==> src/rtl/mem_arbiter.sv <==
`default_nettype none
// ============================================================================
//  Module      : mem_arbiter
//  Description : Shares the single memory bus port between instruction fetch
//                (IF) and the load/store path (LS). One outstanding
//                transaction; LS has priority, and IF is forced through after
//                MAX_LS_STREAK consecutive LS wins. Fetch responses belonging
//                to a flushed fetch are discarded.
//  Revision    : 1.0 - initial release
// ============================================================================
module mem_arbiter #(
   parameter int XLEN          = 32,
   parameter int MAX_LS_STREAK = 4
) (
   input  logic            clk,
   input  logic            reset_n,
   input  logic            flush_i,
   input  logic            if_req_i,
   input  logic [XLEN-1:0] if_adr_i,
   output logic            if_gnt_o,
   output logic            if_rvalid_o,
   output logic [31:0]     if_rdata_o,
   input  logic            ls_req_i,
   input  logic [XLEN-1:0] ls_adr_i,
   input  logic            ls_we_i,
   input  logic [XLEN-1:0] ls_wdata_i,
   input  logic [2:0]      ls_size_i,
   output logic            ls_gnt_o,
   output logic            ls_rvalid_o,
   output logic [XLEN-1:0] ls_rdata_o,
   output logic            mem_req_o,
   output logic [XLEN-1:0] mem_adr_o,
   output logic            mem_we_o,
   output logic [XLEN-1:0] mem_wdata_o,
   output logic [2:0]      mem_size_o,
   input  logic            mem_gnt_i,
   input  logic            mem_rvalid_i,
   input  logic [XLEN-1:0] mem_rdata_i
);

   // Streak counter only needs to reach MAX_LS_STREAK, where it saturates.
   localparam int                c_SW         = $clog2(MAX_LS_STREAK + 1);
   localparam logic [c_SW-1:0]   c_STREAK_MAX = c_SW'(MAX_LS_STREAK);

   localparam logic [1:0]        c_IDLE       = 2'd0;
   localparam logic [1:0]        c_REQ        = 2'd1;
   localparam logic [1:0]        c_RESP       = 2'd2;

   // Fetches are always word reads.
   localparam logic [2:0]        c_IF_SIZE    = 3'b010;

   logic [1:0]       r_state;
   logic [1:0]       w_state_nxt;
   logic             r_owner_if;    // 1 = IF owns the bus, 0 = LS
   logic             r_kill;        // current IF transaction was flushed
   logic [c_SW-1:0]  r_streak;
   logic [XLEN-1:0]  r_adr;
   logic [XLEN-1:0]  r_wdata;
   logic             r_we;
   logic [2:0]       r_size;

   logic             w_if_elig;
   logic             w_any_elig;
   logic             w_pick_if;

   // A flush in the arbitration cycle means the fetch address is stale.
   assign w_if_elig  = if_req_i & ~flush_i;
   assign w_any_elig = w_if_elig | ls_req_i;
   assign w_pick_if  = w_if_elig & (~ls_req_i | (r_streak == c_STREAK_MAX));

   // State register.
   always_ff @(posedge clk or negedge reset_n) begin
      if (!reset_n) begin
         r_state <= c_IDLE;
      end else begin
         r_state <= w_state_nxt;
      end
   end

   // Next-state: arbitrate in IDLE, wait for grant, then wait for response.
   always_comb begin
      w_state_nxt = r_state;
      case (r_state)
         c_IDLE:  if (w_any_elig)   w_state_nxt = c_REQ;
         c_REQ:   if (mem_gnt_i)    w_state_nxt = c_RESP;
         c_RESP:  if (mem_rvalid_i) w_state_nxt = c_IDLE;
         default:                   w_state_nxt = c_IDLE;
      endcase
   end

   // Latch the winner's payload and maintain the LS streak count.
   always_ff @(posedge clk or negedge reset_n) begin
      if (!reset_n) begin
         r_owner_if <= 1'b0;
         r_streak   <= '0;
         r_adr      <= '0;
         r_wdata    <= '0;
         r_we       <= 1'b0;
         r_size     <= 3'b000;
      end else if (r_state == c_IDLE && w_any_elig) begin
         r_owner_if <= w_pick_if;
         if (w_pick_if) begin
            r_streak <= '0;
            r_adr    <= if_adr_i;
            r_wdata  <= '0;
            r_we     <= 1'b0;
            r_size   <= c_IF_SIZE;
         end else begin
            // Only LS wins that make a waiting fetch wait count as streak.
            if (if_req_i && (r_streak != c_STREAK_MAX)) begin
               r_streak <= r_streak + 1'b1;
            end
            r_adr   <= ls_adr_i;
            r_wdata <= ls_wdata_i;
            r_we    <= ls_we_i;
            r_size  <= ls_size_i;
         end
      end
   end

   // Kill flag: remember a flush that hit an in-flight fetch until it retires.
   always_ff @(posedge clk or negedge reset_n) begin
      if (!reset_n) begin
         r_kill <= 1'b0;
      end else if (r_state == c_RESP && mem_rvalid_i) begin
         r_kill <= 1'b0;
      end else if ((r_state == c_REQ || r_state == c_RESP) && r_owner_if && flush_i) begin
         r_kill <= 1'b1;
      end
   end

   // Outputs: bus request plus same-cycle grant/response steering to the owner.
   always_comb begin
      mem_req_o   = 1'b0;
      if_gnt_o    = 1'b0;
      ls_gnt_o    = 1'b0;
      if_rvalid_o = 1'b0;
      ls_rvalid_o = 1'b0;
      case (r_state)
         c_REQ: begin
            mem_req_o = 1'b1;
            if_gnt_o  = mem_gnt_i &  r_owner_if & ~r_kill;
            ls_gnt_o  = mem_gnt_i & ~r_owner_if;
         end
         c_RESP: begin
            if_rvalid_o = mem_rvalid_i &  r_owner_if & ~r_kill & ~flush_i;
            ls_rvalid_o = mem_rvalid_i & ~r_owner_if;
         end
         default: ;
      endcase
   end

   assign mem_adr_o   = r_adr;
   assign mem_we_o    = r_we;
   assign mem_wdata_o = r_wdata;
   assign mem_size_o  = r_size;

   assign if_rdata_o  = mem_rdata_i[31:0];
   assign ls_rdata_o  = mem_rdata_i;

endmodule
`default_nettype wire

==> config.mk <==
export PLATFORM = sky130hd
export DESIGN_NAME = mem_arbiter
export DESIGN_NICKNAME = d
export VERILOG_FILES = /design/src/rtl/mem_arbiter.sv
export SDC_FILE = /design/constraint.sdc
export NUM_CORES = 1
export LEC_CHECK = 0
export CAP_MARGIN = 0
export CORE_MARGIN = 1.5
export CORE_UTILIZATION = 40
export DETAILED_ROUTE_END_ITERATION = 12
export GPL_ROUTABILITY_DRIVEN = 0
export MAX_ROUTING_LAYER = met4
export PLACE_DENSITY = 0.88
export RECOVER_POWER = 25
export SYNTH_ARGS = -nofsm -noshare
export SYNTH_HDL_FRONTEND = slang
export SYNTH_SLANG_ARGS = --single-unit
==> constraint.sdc <==
create_clock -name clk -period 3.1 [get_ports clk]
set_input_delay 0.93 -clock clk [delete_from_list [all_inputs] [get_ports clk]]
set_output_delay 0.93 -clock clk [all_outputs]
set_load 0.005 [all_outputs]
Yosys cells after proc, flatten, opt, wreduce, memory -nomap -nowiden
Index checks and enable logic that the tools add are counted.
{"block": "word_totals", "ff_bits": 75, "in_bits": 139, "output_inout_bits": 137, "wordCells": 59}
{"block": "classes", "add_sub_neg": 1, "n_eq_ne": 7, "n_mux": 17, "bitwise_logic": 15, "reduce_logical": 11}
{"cell": "$mux 32", "count": 2}
{"cell": "$and 1x1->1", "count": 9}
{"cell": "$mux 3", "count": 3}
{"cell": "$mux 1", "count": 8}
{"cell": "$mux 2", "count": 3}
{"cell": "$ne 2x2->1 const B", "count": 3}
{"cell": "$pmux 2 s3", "count": 1}
{"cell": "$logic_and 1x1->1", "count": 5}
{"cell": "$not 1->1", "count": 4}
{"cell": "$reduce_bool 2->1", "count": 2}
{"cell": "$add 3x1->3 const B", "count": 1}
{"cell": "$eq 3x3->1 const B", "count": 1}
{"cell": "$ne 3x3->1 const B", "count": 1}
{"cell": "$reduce_and 3->1", "count": 1}
{"cell": "$eq 2x1->1 const B", "count": 1}
{"cell": "$eq 2x2->1 const B", "count": 1}
{"cell": "$logic_not 2->1", "count": 1}
{"cell": "$or 1x1->1", "count": 2}
{"cell": "$reduce_and 2->1", "count": 1}
{"cell": "$logic_or 1x1->1", "count": 1}

Depth between registers and ports, before layout
Gate-level depths: netlist of run 1.
{"block": "depth", "ltp_word": 6, "depth_mapped": 7, "mapped_depth_nobuf": 5}

Worst setup path after synthesis of run 1
OpenSTA, ideal clock, no wires.
{"block": "synth_timing", "kind": "input port to output port", "from": "in flush_i", "to": "out if_rvalid_o", "arrival_time_ns": 1.283, "t_required_ns": 2.170, "path_slack_ns": 0.887, "stages": 2, "path_buffers": 1, "path_cell_list": "buf_2 > nor3_1"}
{"block": "synth_between", "elab_chain_cells": 3}
{"element": "start, declared", "line_no": "17", "rtl": "input logic flush_i,"}
{"element": "$not 1->1", "line_no": "146", "rtl": "if_rvalid_o = mem_rvalid_i & r_owner_if & ~r_kill & ~flush_i;"}
{"element": "$and 1x1->1", "line_no": "146"}
{"element": "$mux 1", "line_no": "139", "rtl": "case (r_state)"}
{"element": "end, declared", "line_no": "21", "rtl": "output logic if_rvalid_o,"}
No other way between the ends.

Final worst setup path of run 1
{"block": "layout_timing", "from": "in mem_gnt_i", "to": "out ls_gnt_o"}
{"block": "layout_between", "elab_chain_cells": 2}
{"element": "start, declared", "line_no": "36", "rtl": "input logic mem_gnt_i,"}
{"element": "$and 1x1->1", "line_no": "143", "rtl": "ls_gnt_o = mem_gnt_i & ~r_owner_if;"}
{"element": "$mux 1", "line_no": "139"}
{"element": "end, declared", "line_no": "28", "rtl": "output logic ls_gnt_o,"}
No other way between the ends.

==> results of run 1 <==
## flip-flops by register name, indices dropped and copies added, names as in the netlist
register,count
mem_adr_o,32
mem_size_o,3
mem_wdata_o,32
mem_we_o,1
r_kill,1
r_owner_if,1
r_state,2
r_streak,3
## cell usage in the layout, fill, tap and decap left out, types with 2 or more instances in the layout
cell	netlist	final
sky130_fd_sc_hd__inv_1	39	39
sky130_fd_sc_hd__buf_4	65	14
sky130_fd_sc_hd__clkinv_2	0	3
sky130_fd_sc_hd__ha_1	5	5
sky130_fd_sc_hd__clkbuf_8	0	10
sky130_fd_sc_hd__o21ai_0	30	30
sky130_fd_sc_hd__nand2_1	3	3
sky130_fd_sc_hd__and3b_1	32	32
sky130_fd_sc_hd__clkdlybuf4s50_1	0	176
sky130_fd_sc_hd__dfrtp_1	75	75
sky130_fd_sc_hd__o21ai_1	3	2
sky130_fd_sc_hd__a22o_1	37	37
sky130_fd_sc_hd__nor2_1	4	4
sky130_fd_sc_hd__a221oi_1	32	32
sky130_fd_sc_hd__a22oi_1	33	33
sky130_fd_sc_hd__nand2b_1	4	3
## routing by layer
layer  global-route usage, %  part of all wire (%)  vias up
met5                       -                     0        -
met4                   4.537                  0.99        0
met3                   6.928                   8.7       14
met2                   32.30                    48      214
met1                   27.09                    42     1771
li1                        -                     -     1661
## stage by stage
stage	power, mW	hold slack (ns)
after floorplan	2.855	0.4827
after global placement	3.996	0.4893
after detailed placement	4.092	0.4915
after CTS	4.866	0.5131
after global routing	5.178	0.5297
final	4.821	0.5087
## cells by family (layout without fill, tap and decap cells)
logic type	after synthesis	after routing	synth area share [%]
AO/OA/AOI/OAI	147	147	26.59
adder cells (fa/ha/maj)	5	5	1.471
buffers and inverters	141	250	19.15
flip-flops	75	75	44.12
multiplexers	2	2	0.5000
AND/OR/NAND/NOR	46	46	8.176
## what timing repair did
| action | 4_1_cts | 5_1_grt |
|---|---|---|
| gates resized for setup | 1 | 1 |
| hold endpoints to repair | 0 | 0 |
| setup endpoints to repair | 1 | 1 |
| gates cloned | 0 | 0 |
## power by group
part           switching (mW)  leakage [nW]  internal (mW)
combinational           0.978          1.68           1.38
sequential              0.276         0.893           1.43
clock                   0.359         0.106          0.394
## how the worst max path moves through the flow
stage / startpoint / endpoint / slack (ns) / depth (start not counted)
finish: mem_gnt_i / ls_gnt_o / 0.06 / 4
global route: mem_gnt_i / ls_gnt_o / 0.02 / 4
CTS: mem_gnt_i / if_gnt_o / 0.05 / 4
detailed placement: mem_rvalid_i / if_rvalid_o / -0.05 / 4
global placement: mem_rvalid_i / if_rvalid_o / 0.004 / 4
floorplan: flush_i / if_rvalid_o / 0.89 / 2
## worst max-delay path: stages
cell,delay (ns)
sky130_fd_sc_hd__clkdlybuf4s50_1,0.50
sky130_fd_sc_hd__nand2_1,0.08
sky130_fd_sc_hd__nor2_1,0.09
sky130_fd_sc_hd__clkdlybuf4s50_1,0.50
## area by class of cell
cell class                 instances  area share, %
multi-input combinational        200          26.83
clock inverter                     6          1.062
sequential                        75          31.86
tap                              136          2.889
inverter                          40          2.549
timing repair buffer             194          32.48
clock buffer                      10          2.336
==> flow_results.org, run 1 <==
** Status
- Run status :: finished with violations
- Violations in the final reports :: max-capacitance violations, max-slew violations

** Floorplan
- I/O pin count :: 276
- Number of cell rows :: 37
- The die is 106.1 um tall.
- The die covers 11260 um^2.
- The initial utilization of the core area, before any placement, comes to 41.21%.
- In this run the standard cell core region covers 10320 um^2.
- From left edge to right edge, the die measures 106.1 um.

** Yosys
- Share of Yosys cell area claimed by the top area cell type :: 44.12%
- The number of different library cells used by synthesis comes to 35.
- In this run the cell area of the synthesized design comes to 4254 um^2.
- After technology mapping, the gate count stands at 416.
- During synthesis, Yosys emitted a total of 0 warnings.
- The synthesized design contains 0 enable-type register cells.
- Number of register bits inferred by synthesis :: 75
- Sequential cells were found to cover 44.12% of the synthesized design area.
- Dominant cell by count in the synthesized netlist :: sky130_fd_sc_hd__dfrtp_1
- After synthesis, the mean cell area works out to 10.23 um^2.
- For this run, asynchronously set or reset flops after synthesis account for 100.0%.
- Cell taking the most area after synthesis :: sky130_fd_sc_hd__dfrtp_1
- Sorting the synthesized cells by area gives the leading types as sky130_fd_sc_hd__dfrtp_1, sky130_fd_sc_hd__buf_4, sky130_fd_sc_hd__a22o_1, sky130_fd_sc_hd__a221oi_1, sky130_fd_sc_hd__and3b_1.
- Post-synth top cells :: sky130_fd_sc_hd__dfrtp_1, sky130_fd_sc_hd__buf_4, sky130_fd_sc_hd__inv_1, sky130_fd_sc_hd__a22o_1, sky130_fd_sc_hd__a22oi_1
- Most used flip-flop cell after synthesis :: sky130_fd_sc_hd__dfrtp_1
- Synthesized net count :: 560

** Layout
- Synth-to-Final Area Change :: 38.47%
- Number of nets in the layout :: 664
- Counting the fill cells in the layout gives 861.
- Measured on the finished design, the core utilization comes to 57.06%.
- Number of antenna diodes :: 0
- Summing all flip-flop and latch instances after layout gives 1877 um^2.
- Non-filler instance count after layout :: 661
- Of the cells placed in the final design, the portion with a size suffix greater than 1 is 7.238%.
- Area of the multi-input gates :: 1580 um^2
- Summing all non-filler instances in the final layout gives an area of 5891 um^2.

** STA
- Setup TNS Final :: 0 ns
- Setup repair after global routing missed its margin :: false
- Shortest period the worst path allows :: 3.038 ns
- Final setup violation count :: 0
- Final worst setup slack :: 0.06238 ns
- Top achievable clock speed :: 329.2 MHz
- Headroom to the max-slew limit came out at -23.06%.
- Final-report hold violation count :: 0
- Transition at the pin with the smallest max-transition slack :: 1.846 ns
- The final critical path takes up 97.99% of the cycle.
- Clock skew :: 0.01499 ns
- Final Max Slew Viols :: 76

** Power
- Leakage dissipation :: 2.680 nW
- Peak supply drop :: 0.0004992 V
- P per Cell Area :: 818.4 nW/um^2

** Clocking
- Clock transition at path regs :: 0.07 ns
- Inserted Clock Buffers :: 9
- The clock net in this run drives a total of 75 sinks.
- Clock Root Buffer :: sky130_fd_sc_hd__clkbuf_8
- Cts hold-fix bufs :: 0
- Maximum buffer depth of the clock tree :: 2
- Number of buffers inserted by post-CTS setup repair :: 0
- Clock latency on the worst-skew pair, taken at its later pin, is 0.34 ns.
- Clock H-tree levels :: 3
- TritonCTS built the clock tree.

** Critical path
- Critical path required time :: 2.17 ns
- In this run the worst path has a maximum fanout of 3.
- Data arrival time of the critical path :: 2.11 ns
- Register-to-register path setup slack :: 0.94 ns
- The worst register-to-register path has a depth of 6.
- Worst R2R End :: mem_we_o
- The worst register-to-register path begins at r_state[0].
- CP Capture Type :: output pin
- Worst Setup Path Type :: in2out
- Critical Path Source Type :: input pin

** Global routing
- The via count of the first global-routing pass is 3687.
- Largest net degree at the start of global routing :: 76
- Global-route total usage across every layer :: 21.01%
- The initial antenna violation count came to 0.
- Wire length of the first global-routing pass :: 18520 um
- The total overflow left after global routing is 0.

** Place
- Summed over all nets, the half-perimeter wirelength after detailed placement is 8070 um.
- OpenSTA, run right after detailed placement, puts the worst setup slack at -0.05132 ns.
- After detailed placement, the design holds a cell count of 645.
- Input and output buffers added on the ports amount to 179.
- Area post-placement :: 5692 um^2

** Detailed routing
- Summing over every cut layer, the via total after detailed routing is 3660.
- For this run, design rule violations remaining after detail routing come to 0.
- Dividing the detail-routed wire length by the instance count gives 17.09 um.
- 1st-pass router iterations :: 4
- Starting DRC count in detailed routing :: 330
- Total routed wirelength :: 11300 um
- Antenna violation net count after detailed routing :: 0
- Per-cell via count in the routed design :: 5.537

** Hold path
- In this run the most critical hold path is launched from mem_wdata_o[16].
- For hold timing, the worst endpoint is mem_wdata_o[16].
- The tightest min-delay check is of the reg2reg type.
- Along the worst hold path, the cell count comes to 1.

** Flow run
- The tool flagged a number of max-cap violations equal to 1.
Power figures use the tool's default switching activity.
==> run 2: changes to the inputs <==
==> constraint.sdc (replaced) <==
create_clock -name clk -period 3.1 [get_ports clk]
set_input_delay 0.93 -clock clk [delete_from_list [all_inputs] [get_ports clk]]
set_output_delay 0.93 -clock clk [all_outputs]
set_load 0.05 [all_outputs]
==> run 2 against run 1 <==
Effect of this change: the run still ends with max-capacitance violations, max-slew violations left; cell area is 1.6% higher; setup slack better by 0.16 ns; global-route usage is 0.75 points higher; die area stayed put; largest cell class unchanged; largest power group unchanged.
==> flow_results.org, run 2 (synthesis gave the netlist of run 1 again) <==
** Status
- The run finished, with violations left.
- The final reports fail on max-capacitance violations, max-slew violations.

** Place
- Area post-placement :: 5737 um^2 (+0.79%)
- Setup WS pre-CTS :: 0.1649 ns (+0.2162 ns)
- Number of instances in the placed design :: 645 (unchanged)
- The count of buffers inserted at the top-level ports is 179 (unchanged).
- The HPWL after detailed placement was 8773 um (+8.7%).

** Clocking
- Clock transition at path regs :: 0.09 ns (+0.02 ns)
- The tree is rooted in a sky130_fd_sc_hd__clkbuf_8.
- TritonCTS clock tree :: built
- Clock H-tree levels :: 3 (unchanged)
- Post-CTS Resized :: 0 (-1)
- The clock insertion delay at the later pin of the skew report was 0.35 ns (about the same).
- The largest buffer count on any clock path came to 2 (unchanged).
- The total clock buffers created by CTS was 9 (unchanged).
- The post-CTS repair timing setup buffer count was 0 (unchanged).
- The total number of clock tree sinks is 75 (unchanged).
- The total of hold buffers inserted after clock tree synthesis is 0 (unchanged).

** Power
- P per Cell Area :: 1088 nW/um^2 (+33%)
- Total power :: 6.508 mW (+35%)
- The worst-case vdd ir drop came to 0.0005767 V (+16%).
- Leakage dissipation :: 2.689 nW (+0.36%)

** Detailed routing
- Per-cell via count in the routed design :: 5.542 (about the same)
- The initial detailed-routing violation count came to 195 (-41%).
- The total number of vias is 3663 (+0.082%).
- The routed wirelength normalized by instance count came to 18.12 um (+6.1%).
- 1st-pass router iterations :: 4 (unchanged)
- Total routed wirelength :: 11980 um (+6.1%)
- Antenna violation net count after detailed routing :: 0 (unchanged)
- The total DRC errors in the routed layout was 0 (unchanged).

** Hold path
- The min-delay analysis places its worst path in the category reg2reg.

** STA
- Setup repair after global routing left no endpoint under its margin.
- The worst slew margin relative to its limit is -26.06% (-3.0 points).
- The count of pins over their slew limit was 76 (unchanged).
- The least setup slack across all paths after layout is 0.2270 ns (+0.1646 ns).
- The total setup violations reported at the end of the flow was 0 (unchanged).
- Setup TNS Final :: 0 ns (unchanged)
- The part of the cycle the worst path needs was 92.68% (-5.3 points).
- Final hold slack :: 0.5101 ns (+0.001365 ns)
- The final period demand of the worst path is 2.873 ns (-0.1646 ns).
- The fmax came to 348.1 MHz (+5.7%).
- The total count of hold-check failures in the final report came to 0 (unchanged).
- Transition at the pin with the smallest max-transition slack :: 1.891 ns (+0.04511 ns)
- The clock skew after layout is 0.01089 ns (-0.004093 ns).

** Global routing
- Global-route total usage across every layer :: 21.76% (+0.75 points)
- Vias in the first global route :: 3623 (-1.7%)
- GRT Residual Overflow :: 0 (unchanged)
- The global-route wire length before repair was 18640 um (+0.63%).
- Initial antenna violation count :: 0 (unchanged)
- The maximum number of pins on one net before global-route repair is 76 (unchanged).

** Floorplan
- I/O pin count :: 276 (unchanged)
- Number of cell rows :: 37 (unchanged)
- The overall die height came to 106.1 um (unchanged).
- The floorplan die area is 11260 um^2 (unchanged).
- Standard cell core area :: 10320 um^2 (unchanged)
- The starting density of the core was 41.21% (unchanged).
- The width of the die was 106.1 um (unchanged).

** Layout
- Most frequent standard cell in the layout excluding fill and tap cells :: sky130_fd_sc_hd__clkdlybuf4s50_1
- The core utilization of the finished layout was 57.94% (+0.88 points).
- The number of nets in the final layout came to 664 (unchanged).
- Non-filler instance count after layout :: 661 (unchanged)
- The fraction of layout instances using a drive strength above 1 came to 8.190% (+0.95 points).
- The number of filler cells placed in the layout was 901 (+4.6%).
- Most frequent cells in the layout :: sky130_fd_sc_hd__clkdlybuf4s50_1, sky130_fd_sc_hd__dfrtp_1, sky130_fd_sc_hd__inv_1
- Number of antenna diodes :: 0 (unchanged)
- The cell area after layout was 5982 um^2 (+1.6%).
- The area growth from synthesis to layout is 40.62%.

** Flow run
- The max-capacitance violation count came to 1 (unchanged).

** Critical path
- Data arrival time of the critical path :: 1.94 ns (-0.17 ns)
- The highest fanout seen on the critical path is 3 (unchanged).
- The worst setup path is of the in2out kind.
- The data required time at the worst endpoint was 2.17 ns (about the same).
- Critical Path Source Type :: input pin
- CP Capture Type :: output pin
[run 2: where the power goes]
group	leakage (nW)	switching [mW]	internal, mW
registers	0.893	0.281	1.43
logic	1.68	2.47	1.39
clock network	0.120	0.398	0.542
total	2.69	3.15	3.36
[run 2: worst max-delay path, stage by stage]
cell and delay, ns:
sky130_fd_sc_hd__clkdlybuf4s50_1 0.51, sky130_fd_sc_hd__nand2_1 0.10, sky130_fd_sc_hd__nor2_1 0.23, sky130_fd_sc_hd__buf_12 0.17
[run 2: layout make-up]
| class | instances | area, um^2 | area share, % |
|---|---|---|---|
| multi-input cells | 200 | 1585 | 26.50 |
| inverters | 40 | 150.1 | 2.510 |
| repair buffers | 194 | 1952 | 32.63 |
| clock inverters | 7 | 123.9 | 2.071 |
| flip-flops and latches | 75 | 1877 | 31.37 |
| well taps | 136 | 170.2 | 2.845 |
| clock buffers | 9 | 123.9 | 2.071 |
[run 2: layer usage]
metal  track usage (%)  vias up  wire [um]
met1             26.79     1766       4963
met2             34.61      191       5895
met5                 -        -          0
met4             8.784        0        278
met3             5.028       46        841
li1                  -     1660          -
[run 2: path summary, 6_finish.rpt]
| path | start | endpoint | slack [ns] | cells past startpoint |
|---|---|---|---|---|
| worst max-delay path | mem_gnt_i | if_gnt_o | 0.23 | 4 |
| worst min-delay path | mem_wdata_o[9] | mem_wdata_o[9] | 0.51 | 1 |
| worst max register to register | r_state[0] | mem_wdata_o[18] | 0.90 | 6 |
| worst min register to register | mem_wdata_o[9] | mem_wdata_o[9] | 0.51 | 1 |
| max in group asynchronous | reset_n | mem_adr_o[21] | 0.88 | 1 |
| min in group asynchronous | reset_n | mem_wdata_o[23] | 1.07 | 1 |
==> run 3: changes to the inputs <==
- SLEW_MARGIN: default -> 0
==> results of run 3 <==
Same layout as run 2: the final DEF is identical, and so are final timing and power.
==> RTL edit: new RTL, settings of run 2 <==
Reset style: synchronous (`reset_n`), changed in 3 clocked blocks.
--- a/src/rtl/mem_arbiter.sv
+++ b/src/rtl/mem_arbiter.sv
@@ -69,7 +69,7 @@
    assign w_pick_if  = w_if_elig & (~ls_req_i | (r_streak == c_STREAK_MAX));
 
    // State register.
-   always_ff @(posedge clk or negedge reset_n) begin
+   always_ff @(posedge clk) begin
       if (!reset_n) begin
          r_state <= c_IDLE;
       end else begin
@@ -89,7 +89,7 @@
    end
 
    // Latch the winner's payload and maintain the LS streak count.
-   always_ff @(posedge clk or negedge reset_n) begin
+   always_ff @(posedge clk) begin
       if (!reset_n) begin
          r_owner_if <= 1'b0;
          r_streak   <= '0;
@@ -119,7 +119,7 @@
    end
 
    // Kill flag: remember a flush that hit an in-flight fetch until it retires.
-   always_ff @(posedge clk or negedge reset_n) begin
+   always_ff @(posedge clk) begin
       if (!reset_n) begin
          r_kill <= 1'b0;
       end else if (r_state == c_RESP && mem_rvalid_i) begin
Formal check against the unedited RTL: differs if reset_n is asserted again (counterexample within 4 cycles, from zero or initial values and one cycle with reset_n low); with reset_n held inactive, the same outputs for 10 cycles.
==> RTL edit against run 2 <==
  * The flow finishes with violations (design-rule violations)
  * Global-route usage grew 0.11 points
  * Clock skew grew 0.0016 ns
  * Sequential cell count is the same
  * Routed wire length shrank 11%
  * Worst setup slack lost 0.12 ns
  * Final cell count grew 1.7%
  * Non-clock buffer count shrank 6
  * Design area shrank 12%
  * Synthesized area shrank 13%
  * Sequential share of layout area shrank 3.0 points
  * Critical path type unchanged
  * Critical endpoint is now if_rvalid_o
Power is not compared: it rests on default switching activity, and its combinational part moved more than twofold at a synthesized area within 25%.
==> RTL edit: results (changes against run 2) <==
Final nets - 703 (+5.9%)
crit-path max cell delay - 0.59 ns (+0.08 ns)
synthesized net count - 601 (+7.3%)
Buffers, non-clock - 188 (-3.1%)
synth unique cells - 32 (-8.6%)
sequential area share after synthesis - 40.7% (-3.4 points)
Total Wirelength - 10700 um (-11%)
fmax - 334 MHz (-4.1%)
violated checks - design-rule violations
first-pass GRT wire length - 16700 um (-11%)
Total Routing Usage GR - 21.9% (+0.11 points)
DRC viols - 18 (+18)
Max FO, Critical Path - 4 (+1)
TritonRoute pass-1 iters - 11 (+7)
hold slack - 0.470 ns (-0.0404 ns)
DP Area - 0.00509 mm2 (-11%)
clk_skew - 0.0125 ns (+0.00159 ns)
metal3 WL - 663 um (-21%)
M3 GR Usage - 4.47% (-0.56 points)
GR met2 Demand/Resource - 38.8% (+4.2 points)
Detailed Place HPWL - 7650 um (-13%)
most area-consuming cells after synthesis - dfxtp_1 (41%), buf_4 (13%), nand2_1 (11%)
crit path launch - flush_i
clk cell area share - 3.92% (-0.22 points)
synth cell count leaders - nand2_1 (111), dfxtp_1 (75), buf_4 (64)
buffer share of cell area - 36.3% (+3.6 points)
Reg2Reg Setup Slack - 1.33 ns (+0.43 ns)
DRT iter0 DRCs - 147 (-25%)
slew of the pin with the lowest slew margin - 1.02 ns (-0.869 ns)
hold path startpoint - mem_wdata_o[5]
vias in the first global route - 3454 (-4.7%)
run status - finished, violations left
critical path arrival - 2.06 ns (+0.12 ns)
[RTL edit: cell count changes after synthesis, sizes merged, moves of 3 or more]
cell,before,now
a21oi,1,66
a221oi,32,0
a22o,37,0
a22oi,33,1
and3b,32,0
buf,81,86
clkbuf,20,11
dfrtp,75,0
dfxtp,0,75
inv,40,7
nand2,3,112
nand2b,4,1
o22ai,0,37
[RTL edit: power by group through the flow]
stage | clock (mW) | combinational, mW | sequential (mW)
4_1_cts | 0.824 | 1.37 | 1.17
2_1_floorplan | 0 | 0.629 | 1.63
3_5_place_dp | 0 | 1.36 | 1.19
3_3_place_gp | 0 | 1.34 | 1.18
5_1_grt | 0.870 | 1.43 | 1.19
6_report | 0.797 | 1.36 | 1.17
[RTL edit: kinds of logic after synthesis]
family,Yosys count
buffers and inverters,104
adder cells (fa/ha/maj),5
AO/OA/AOI/OAI,144
flip-flops,75
AND/OR/NAND/NOR,127
multiplexers,2
